--- config.mk ---
export PLATFORM = sky130hd
export DESIGN_NAME = fifo_axis_tx
export DESIGN_NICKNAME = d
export VERILOG_FILES = /design/src/rtl/fifo_axis_pkg.sv /design/src/rtl/axis_buf2.sv /design/src/rtl/fifo_axis_tx.sv
export SDC_FILE = /design/constraint.sdc
export NUM_CORES = 1
export LEC_CHECK = 0
export BUFFER_PORTS_ARGS = -buffer_cell sky130_fd_sc_hd__buf_2
export CAP_MARGIN = 20
export CORE_ASPECT_RATIO = 1.2
export CORE_MARGIN = 5
export CORE_UTILIZATION = 50
export DETAILED_ROUTE_END_ITERATION = 16
export GPL_TIMING_DRIVEN = 1
export HOLD_SLACK_MARGIN = 0.06
export PLACE_DENSITY = 0.72
export SLEW_MARGIN = 20
export SYNTH_ARGS = -nofsm -noshare
export SYNTH_HDL_FRONTEND = slang
export SYNTH_SLANG_ARGS = --single-unit
--- constraint.sdc ---
create_clock -name clk -period 7.65 [get_ports clk]
set_clock_uncertainty 0.1 [all_clocks]
set_input_delay 0 -clock clk [delete_from_list [all_inputs] [get_ports clk]]
set_output_delay 0 -clock clk [all_outputs]
set_load 0.005 [all_outputs]
--- src/rtl/fifo_axis_pkg.sv ---
// ---------------------------------------------------------------------------
// fifo_axis_pkg
// Shared definitions for the FIFO-to-AXI4-Stream transmitter:
//   - state_t    : controller states (IDLE / RUN / FLUSH)
//   - BUF_DEPTH  : depth of the output skid buffer
//   - OCC_W      : width of the buffer occupancy count
// ---------------------------------------------------------------------------
package fifo_axis_pkg;

   typedef enum logic [1:0] {
      ST_IDLE  = 2'd0,
      ST_RUN   = 2'd1,
      ST_FLUSH = 2'd2
   } state_t;

   localparam int BUF_DEPTH = 2;
   localparam int OCC_W     = $clog2(BUF_DEPTH + 1);

endpackage : fifo_axis_pkg

--- src/rtl/axis_buf2.sv ---
// ---------------------------------------------------------------------------
// axis_buf2
// Two-entry register FIFO carrying {data, last}. Entry 0 is always the head,
// so the stream outputs come straight from flops.
// Ports:
//   clk, reset_n          clock, asynchronous active-low reset
//   push, push_data/last  write one entry (accepted when a slot is free or
//                         being freed by a simultaneous pop)
//   pop                   remove the head entry (ignored when empty)
//   occ                   registered occupancy, 0..2
//   head_valid/data/last  head entry; head_last is gated by head_valid
// ---------------------------------------------------------------------------
module axis_buf2
   import fifo_axis_pkg::*;
#(
   parameter int DATA_WIDTH = 32
) (
   input  logic                  clk,
   input  logic                  reset_n,
   input  logic                  push,
   input  logic [DATA_WIDTH-1:0] push_data,
   input  logic                  push_last,
   input  logic                  pop,
   output logic [OCC_W-1:0]      occ,
   output logic                  head_valid,
   output logic [DATA_WIDTH-1:0] head_data,
   output logic                  head_last
);

   logic [OCC_W-1:0]      occ_q, occ_d;
   logic [DATA_WIDTH-1:0] data_q [BUF_DEPTH];
   logic [DATA_WIDTH-1:0] data_d [BUF_DEPTH];
   logic                  last_q [BUF_DEPTH];
   logic                  last_d [BUF_DEPTH];

   logic             do_pop;
   logic             do_push;
   logic [OCC_W-1:0] wr_slot;

   assign do_pop  = pop && (occ_q != '0);
   // A push into a full buffer is legal only if the head leaves this cycle.
   assign do_push = push && ((occ_q < OCC_W'(BUF_DEPTH)) || do_pop);
   // Slot index after the (optional) shift caused by the pop.
   assign wr_slot = occ_q - OCC_W'(do_pop);

   always_comb begin
      // NOTE: every variable gets a default first so no path leaves it unassigned (no latch).
      occ_d  = occ_q;
      data_d = data_q;
      last_d = last_q;

      if (do_pop) begin
         data_d[0] = data_q[1];
         last_d[0] = last_q[1];
      end

      if (do_push) begin
         data_d[wr_slot[0]] = push_data;
         last_d[wr_slot[0]] = push_last;
      end

      occ_d = occ_q + OCC_W'(do_push) - OCC_W'(do_pop);
   end

   // NOTE: the storage is reset too, because the head entry drives tdata and must read 0 out of reset.
   always_ff @(posedge clk or negedge reset_n) begin
      if (!reset_n) begin
         occ_q <= '0;
         for (int i = 0; i < BUF_DEPTH; i++) begin
            data_q[i] <= '0;
            last_q[i] <= 1'b0;
         end
      end else begin
         // NOTE: non-blocking assignments for all state so every flop samples pre-edge values.
         occ_q  <= occ_d;
         data_q <= data_d;
         last_q <= last_d;
      end
   end

   assign occ        = occ_q;
   assign head_valid = (occ_q != '0);
   assign head_data  = data_q[0];
   assign head_last  = last_q[0] && head_valid;

endmodule : axis_buf2

--- src/rtl/fifo_axis_tx.sv ---
// ---------------------------------------------------------------------------
// fifo_axis_tx
// Drains an FWFT FIFO read port and transmits the words as AXI4-Stream
// packets of pkt_len beats, pkt_cnt packets per job, with generated tlast.
// Ports:
//   clk, reset_n                clock, asynchronous active-low reset
//   start, pkt_len, pkt_cnt     job request and its parameters (idle only)
//   busy, done                  job in progress / one-cycle completion pulse
//   fifo_empty_n, fifo_dout     FIFO head valid and data
//   fifo_read_ce, fifo_read     read enable (== busy) and pop request
//   m_axis_*                    AXI4-Stream master
// fifo_read depends only on registered state, never on m_axis_tready; the
// 2-entry output buffer absorbs the one-cycle reaction lag.
// ---------------------------------------------------------------------------
module fifo_axis_tx
   import fifo_axis_pkg::*;
#(
   parameter int DATA_WIDTH = 32,
   parameter int LEN_WIDTH  = 16
) (
   input  logic                  clk,
   input  logic                  reset_n,
   input  logic                  start,
   input  logic [LEN_WIDTH-1:0]  pkt_len,
   input  logic [LEN_WIDTH-1:0]  pkt_cnt,
   output logic                  busy,
   output logic                  done,
   input  logic                  fifo_empty_n,
   input  logic [DATA_WIDTH-1:0] fifo_dout,
   output logic                  fifo_read_ce,
   output logic                  fifo_read,
   output logic [DATA_WIDTH-1:0] m_axis_tdata,
   output logic                  m_axis_tvalid,
   output logic                  m_axis_tlast,
   input  logic                  m_axis_tready
);

   state_t               state_q, state_d;
   logic [LEN_WIDTH-1:0] len_q, len_d;
   logic [LEN_WIDTH-1:0] beats_left_q, beats_left_d;
   logic [LEN_WIDTH-1:0] pkts_left_q, pkts_left_d;
   logic                 done_q, done_d;

   logic [OCC_W-1:0] occ;
   logic             pop_fifo;
   logic             drain;
   logic             is_last;

   assign fifo_read = (state_q == ST_RUN) && (occ < OCC_W'(BUF_DEPTH));
   assign pop_fifo  = fifo_read && fifo_empty_n;
   assign drain     = m_axis_tvalid && m_axis_tready;
   assign is_last   = (beats_left_q == LEN_WIDTH'(1));

   always_comb begin
      state_d      = state_q;
      len_d        = len_q;
      beats_left_d = beats_left_q;
      pkts_left_d  = pkts_left_q;
      done_d       = 1'b0;

      case (state_q)
         ST_IDLE: begin
            if (start) begin
               len_d        = pkt_len;
               beats_left_d = pkt_len;
               pkts_left_d  = pkt_cnt;
               // Empty jobs skip RUN so the counters never see zero.
               if (pkt_len == '0 || pkt_cnt == '0) state_d = ST_FLUSH;
               else                                state_d = ST_RUN;
            end
         end

         ST_RUN: begin
            if (pop_fifo) begin
               if (is_last) begin
                  beats_left_d = len_q;
                  pkts_left_d  = pkts_left_q - LEN_WIDTH'(1);
                  if (pkts_left_q == LEN_WIDTH'(1)) state_d = ST_FLUSH;
               end else begin
                  beats_left_d = beats_left_q - LEN_WIDTH'(1);
               end
            end
         end

         ST_FLUSH: begin
            // Leave as the final beat handshakes, so busy drops together
            // with the done pulse one cycle after that handshake.
            if (occ == '0 || (occ == OCC_W'(1) && drain)) begin
               state_d = ST_IDLE;
               done_d  = 1'b1;
            end
         end

         default: state_d = ST_IDLE;
      endcase
   end

   always_ff @(posedge clk or negedge reset_n) begin
      if (!reset_n) begin
         state_q      <= ST_IDLE;
         len_q        <= '0;
         beats_left_q <= '0;
         pkts_left_q  <= '0;
         done_q       <= 1'b0;
      end else begin
         state_q      <= state_d;
         len_q        <= len_d;
         beats_left_q <= beats_left_d;
         pkts_left_q  <= pkts_left_d;
         done_q       <= done_d;
      end
   end

   assign busy         = (state_q != ST_IDLE);
   assign fifo_read_ce = busy;
   assign done         = done_q;

   axis_buf2 #(
      .DATA_WIDTH (DATA_WIDTH)
   ) u_buf (
      .clk        (clk),
      .reset_n    (reset_n),
      .push       (pop_fifo),
      .push_data  (fifo_dout),
      .push_last  (is_last),
      .pop        (drain),
      .occ        (occ),
      .head_valid (m_axis_tvalid),
      .head_data  (m_axis_tdata),
      .head_last  (m_axis_tlast)
   );

endmodule : fifo_axis_tx

==> results.md, run 1 <==
- H-tree depth: 4
- Initial DRC count: 299
- Layout cells sized above 1: between 20% and 30%
- Clock transition at path regs: 0.05 ns
- CTS tree: built
- Largest net degree at the start of global routing: 67
- CP Cell Sequence: inv_1 -> nand2_1 -> nand2_2 -> inv_1 -> ha_1 -> inv_1 -> ha_2 -> mux2_2
- Post-Syn Instances: 617
- Top post-synthesis cells by area: dfrtp_1, nand2_1, mux2_2
- Initial Util: just over 50%
- Post-synthesis mux area share: 11.6%
- CTS buffer count: 17
- Peak VDD IR: about 240 uV
- # setup viols final: 0
- Element type at the critical path end: flip-flop
- Slew Limit Fails: 0
- Critical path arrival: 3.56 ns
- Hold bufs inserted after CTS: 82
- #FFs+latches synth: between 100 and 150
- Post-synthesis net count: between 600 and 700
- Mapped Avg Cell Area: 9.93 sq um
- Startpoint types: flip-flop
- Total wire length: between 15 and 20 mm
- Setup bufs post-CTS: 0
- Most frequent cells in the layout: dfrtp_1, buf_2, nand2_1
- Synthesis Warnings: 0
- Mapped cell area: roughly 6100 sq um
- Vias/cell: ~5.7
- PostCTS Resize Cnt: 0
- CP max-delay cell: nand2_2
- Dpl hpwl: ~10 mm
- Final Wtd Congestion: ~0.9
- Critical path class: reg -> reg
- Ports: roughly 110
- Drt pass-1 iters: 7
- Core footprint: ~12,000 sq um
- Power Density: 313 nW/um^2
- Final period utilization: a little over two fifths
- Worst slew pin tran: ~1.1 ns
- Dominant cell type by area after synthesis: dfrtp_1
- Clock root buffer master: clkbuf_16
- Per-cell routed wire length: around 17 um
- Ys flop type: dfrtp_1
- Die width: roughly 110 um
- Number of remaining DRC errors: 0
- Number of global-route vias before repair: 5,487
- Adder-Cell Fraction of Synth Area: under 10%
- Max FO, Critical Path: 34
- Most common cell after layout, fill and taps aside: dfrtp_1
- Fmax: around 0.3 GHz
- First-pass GRT wire length: between 20 and 30 mm
- Final hold violations: 0
- CP required: between 7 and 8 ns
- Combinational family with the most area after synthesis: simple AND/OR/NAND/NOR gates
- Post-Synth Simple-Gate Area: between 15 and 20%
- PnR worst setup slack: about 4.3 ns
- Vias: about 5,300
- Min-delay worst type: in -> async
- Initial antenna violation count: 0
- Post-Synth XOR/XNOR Area: 0.429%
- Yosys top cell area share: around half
- Max incr delay on CP: a little under 0.8 ns
- RSZ-0062 raised after global routing: no
- Area grow syn2layout: 29.1%
- Place WS: 4.17 ns
- Layout net count: between 800 and 900
- EDFF count, synth: 0
- Count of different cell masters after synthesis: between 60 and 70
- Period minus WS final: around 3.4 ns
- Clock network latency to the later pin of the worst-skew pair: about 0.41 ns
- Run status: completed
- Total global-route track usage: between 20 and 25%
- Most frequent cell on the critical path: inv_1
- Setup TNS: 0 ns
- # rows: 44
- PortBufs: about 110
- Filler cells: between 900 and 1,000
- CTS Sinks: 119
- Die H: 131 um
- Total grt overflow: 0
- Slew HR: around 27%
- Leak: roughly 3.5 nW
- Post-synthesis compound-gate area fraction: roughly 13%
- Post-synth ARST share: between 90% and 100%
- Post-route ant nets: 0
- Deepest clock path buffer count: 2
- Max-Cap Viols: 0
- Ant. Diodes: 0
- Sequential element share of the synthesized area: 48.6%
- Die Area: around 15,000 sq um
-- cell type report --
| cell class | count | area (sq um) | area share (%) |
|---|---|---|---|
| Clock buffer | 23 | 458 | 5.79 |
| Multi-Input combinational cell | 417 | 2710 | 34.2 |
| Inverter | 13 | 48.8 | 0.617 |
| Timing Repair Buffer | 191 | 1400 | 17.6 |
| Tap cell | 161 | 201 | 2.55 |
| Clock inverter | 9 | 125 | 1.58 |
| Sequential cell | 119 | 2980 | 37.6 |
-- metal layers --
metal  vias to the layer above  track usage [%]  part of all wire (%)
met4                         0             9.06                   2.4
met1                      2541             27.3                    40
li1                       2475                -                     -
met5                         -                0                     0
met3                        34             5.61                   6.9
met2                       224             39.0                    51
-- report_power, final --
part / internal, W / total, W / leakage (nW) / switching (W)
registers: 0.000842 / 0.000977 / 1.46 / 0.000135
clock network: 0.000518 / 0.000795 / 0.281 / 0.000277
logic: 0.000367 / 0.000708 / 1.79 / 0.000342
total: 0.00173 / 0.00248 / 3.54 / 0.000754
-- cells in the mapped netlist, drive strengths merged, types with 5 or more instances --
library cell and n:
dfrtp 119, nand2 105, o21ai 59, buf 55
mux2i 34, mux2 33, nor2 24, a21oi 19
nor4 18, nor3 16, clkbuf 13, inv 13
nand3 8, nand4 8, or3 8, ha 6
a32oi 5, o22ai 5, or4 5
-- worst max-delay path, delay by kind of cell, from the launching register on --
| kind | cells | cell delay (ns) |
|---|---|---|
| buffers and inverters | 3 | 0.33 |
| and+or+nand+nor | 2 | 0.88 |
| DFF | 1 | 0.42 |
| adders and majority gates | 2 | 1.07 |
| muxes | 1 | 0.42 |
-- worst paths after layout --
check,from,to,slack (ns),cells past startpoint
min reg2reg,len_q[2]$_DFFE_PN0P_,len_q[2]$_DFFE_PN0P_,0.37,2
max reg2reg,u_buf.occ[1]$_DFF_PN0_,flip-flop,4.29,8
min,reset_n,pkts_left_q[9]$_DFFE_PN0P_,0.1,2
min in group clk,fifo_dout[20],u_buf.head_data[20]$_DFF_PN0_,0.24,4
max,u_buf.occ[1]$_DFF_PN0_,flip-flop,4.29,8
max in group asynchronous,reset_n,u_buf.last_q[1]$_DFF_PN0_,6.04,3
-- per-stage QoR --
stage / total power, W / hold slack, ns / instances / cell area [sq um] / utilization (%)
3_3_place_gp: 0.00162 / 0.00744 / 818 / 6480 / 53.8
2_1_floorplan: 0.00152 / -0.396 / 617 / 6130 / -
3_5_place_dp: 0.00166 / 0.0190 / 818 / 6480 / 53.8
5_1_grt: 0.00263 / 0.168 / 933 / 7910 / 65.6
6_report: 0.00248 / 0.0966 / 933 / 7910 / 65.6
4_1_cts: 0.00248 / 0.117 / 932 / 7890 / 65.4
-- logic make-up after synthesis --
group	after synthesis
AND/OR/NAND/NOR	212
AO/OA/AOI/OAI	129
flip-flops	119
buffers and inverters	81
multiplexers	67
adder cells (fa/ha/maj)	6
XOR/XNOR	3
Power figures use the tool's default switching activity.
==> inputs of run 2 (changes only) <==
- ABC_AREA: default -> 1
- clock period: 7.65 -> 3.36 ns (I/O delays scaled with it)
==> run 2 against run 1 <==
Effect of this change:
- setup slack worse by 3.4 ns
- worst hold slack improved by 0.13 ns
- fmax up 34%
==> results.md, run 2 <==
- Post-Syn Instances: ~910
- PortBufs: between 100 and 150
- Number of global-route vias before repair: approximately 5,900
- First-pass GRT wire length: around 29 mm
- Filler cells: roughly 1,200
- Sequential element share of the synthesized area: 45.0%
- Slew HR: 46.5%
- Post-route ant nets: 0
- Total wire length: approximately 17 mm
- Placed cells: approximately 1,100
- Dominant cell type by area after synthesis: dfrtp_1
- Critical path class: reg -> reg
- Mapped cell area: approximately 6600 sq um
- Sequential cell area: 2980 sq um
- Yosys top cell area share: approximately 45%
- Power Density: 880 nW/um^2
- Max incr delay on CP: 0.58 ns
- Setup TNS: 0 ns
- Initial antenna violation count: 0
- CP Cell Sequence: inv_4 -> nor2_4 -> buf_4 -> o21ai_2 -> nand3_2 -> inv_2 -> nand2_2 -> inv_2 -> o211ai_1 -> nand2_1
- Register-to-Register Setup Slack: ~0.84 ns
- CP max-delay cell: dfrtp_1
- Worst R2R Start: state_q[0]$_DFFE_PN0P_
- Initial DRC count: ~340
- Total grt overflow: 0
- Number of remaining DRC errors: 0
- PostCTS Resize Cnt: 0
- Final Wtd Congestion: ~0.94
- Final period utilization: between 70 and 80%
- Initial Util: 50.5%
- Vias: 6,158
- Die width: approximately 120 um
- CP required: ~3.6 ns
- Most common cell after layout, fill and taps aside: nand2_1
- CTS buffer count: 17
- Slew Limit Fails: 0
- R2R depth: 10
- Run status: completed
- Mapped Avg Cell Area: approximately 7.3 sq um
- Die Area: between 15,000 and 20,000 sq um
- Core footprint: 13,100 sq um
- Post-synthesis net count: ~1,000
- Peak VDD IR: 473 uV
- Deepest clock path buffer count: 2
- # rows: between 40 and 50
- Total global-route track usage: 23.1%
- Most frequent cell on the critical path: inv_2
- Per-cell routed wire length: 14.2 um
- Most frequent cell after synthesis: nand2_1
- Fmax: 0.397 GHz
- Layout cells sized above 1: between 10% and 20%
- Fin cells: 1,225
- Max-Cap Viols: 0
- Synthesis Warnings: 0
- Clock root buffer master: clkbuf_16
- Worst slew pin tran: roughly 0.80 ns
- Min-delay worst type: in -> reg
- Final hold violations: 0
- WHS Path Cells: 4
- Ys flop type: dfrtp_1
- Drt pass-1 iters: 5
- Layout net count: 1,120
- Leak: ~4.3 nW
- Post-synth ARST share: 100%
- H-tree depth: 4
- Count of different cell masters after synthesis: 32
- Hold path start: fifo_dout[19]
- #FFs+latches synth: between 100 and 150
- Clock network latency to the later pin of the worst-skew pair: about 0.42 ns
- Reg-to-Reg End: pkts_left_q[3]$_DFFE_PN0P_
- Area of the multi-input gates: roughly 2900 sq um
- Vias/cell: about 5.0
- Ant. Diodes: 0
- Top post-synthesis cells by area: dfrtp_1, nand2_1, nor2_1
- Clock transition at path regs: 0.06 ns
- EDFF count, synth: 0
- Die H: 136 um
- RSZ-0062 raised after global routing: no
- Ports: approximately 110
- Critical path arrival: 2.71 ns
- CTS tree: built
- Synth cell count leaders: nand2_1, nor2_1, dfrtp_1, inv_1, buf_4
- Most frequent cells in the layout: nand2_1, nor2_1, dfrtp_1
- Element type at the critical path end: flip-flop
- Startpoint types: flip-flop
- Dpl hpwl: between 10 and 15 mm
- Area grow syn2layout: 25.9%
- CTS Sinks: 119
- Max FO, Critical Path: 33
- Period minus WS final: around 2.5 ns
- Largest net degree at the start of global routing: 66
- # setup viols final: 0
run 2: cells by family (layout without fill, tap and decap cells):
group | after synthesis | in the layout | synth area share [%]
XOR/XNOR | 12 | 12 | 1.59
buffers and inverters | 144 | 292 | 11.2
multiplexers | 6 | 6 | 1.02
AND/OR/NAND/NOR | 530 | 530 | 32.3
flip-flops | 119 | 119 | 45.0
AO/OA/AOI/OAI | 92 | 92 | 7.84
adder cells (fa/ha/maj) | 6 | 6 | 1.13
run 2: metrics by stage:
step           hold WS (ns)  power [W]  setup WS (ns)  util (%)  area (sq um)
3_5_place_dp         -0.111    0.00536          0.871      53.4          7010
2_1_floorplan        -0.396    0.00479           1.06         -          6620
4_1_cts               0.205    0.00737          0.870      63.5          8340
3_3_place_gp         -0.119    0.00527          0.971      53.4          7010
6_report              0.227    0.00734          0.843      63.5          8340
5_1_grt               0.236    0.00794          0.644      63.5          8340
run 2: repair_timing:
item                                   4_1_cts  5_1_grt
buffers inserted                             0        0
endpoints found under the hold margin      235        0
hold buffers                                70        0
run 2: critical path: cells and delay by family (launching register included):
kind,cells,cell delay (ns)
buffers and inverters,4,0.79
AND/OR/NAND/NOR,4,0.67
flip-flops,1,0.58
AO/OA/AOI/OAI,2,0.24
run 2: how the worst max path moves through the flow:
stage	end	cells past startpoint	start	slack, ns
after floorplan	flip-flop	11	u_buf.occ[1]$_DFF_PN0_	1.06
after global placement	pkts_left_q[10]$_DFFE_PN0P_	10	state_q[0]$_DFFE_PN0P_	0.97
after detailed placement	pkts_left_q[6]$_DFFE_PN0P_	10	state_q[0]$_DFFE_PN0P_	0.87
after CTS	pkts_left_q[3]$_DFFE_PN0P_	10	state_q[0]$_DFFE_PN0P_	0.87
after global routing	pkts_left_q[3]$_DFFE_PN0P_	10	state_q[0]$_DFFE_PN0P_	0.64
final	pkts_left_q[3]$_DFFE_PN0P_	10	state_q[0]$_DFFE_PN0P_	0.84
run 2: layer usage:
| layer | vias up | routed length (um) | GRT usage, % |
|---|---|---|---|
| li1 | 3099 | - | - |
| met4 | 0 | 289 | 7.11 |
| met2 | 183 | 8440 | 38.2 |
| met1 | 2848 | 7630 | 29.7 |
| met5 | - | 0 | 0 |
| met3 | 28 | 1040 | 5.79 |
run 2: power by group:
group	switching (W)	total, W	internal [W]	leakage (nW)
combinational	0.00174	0.00283	0.00109	2.52
clock	0.000675	0.00190	0.00122	0.288
sequential	0.000505	0.00261	0.00210	1.47
run 2: final cells by class:
cell class | instances | area share (%)
clock buffers | 21 | 5.64
clock inverters | 10 | 1.76
inverters | 75 | 3.41
multi-input cells | 646 | 34.8
flip-flops and latches | 119 | 35.7
well taps | 168 | 2.52
repair buffers | 186 | 16.1
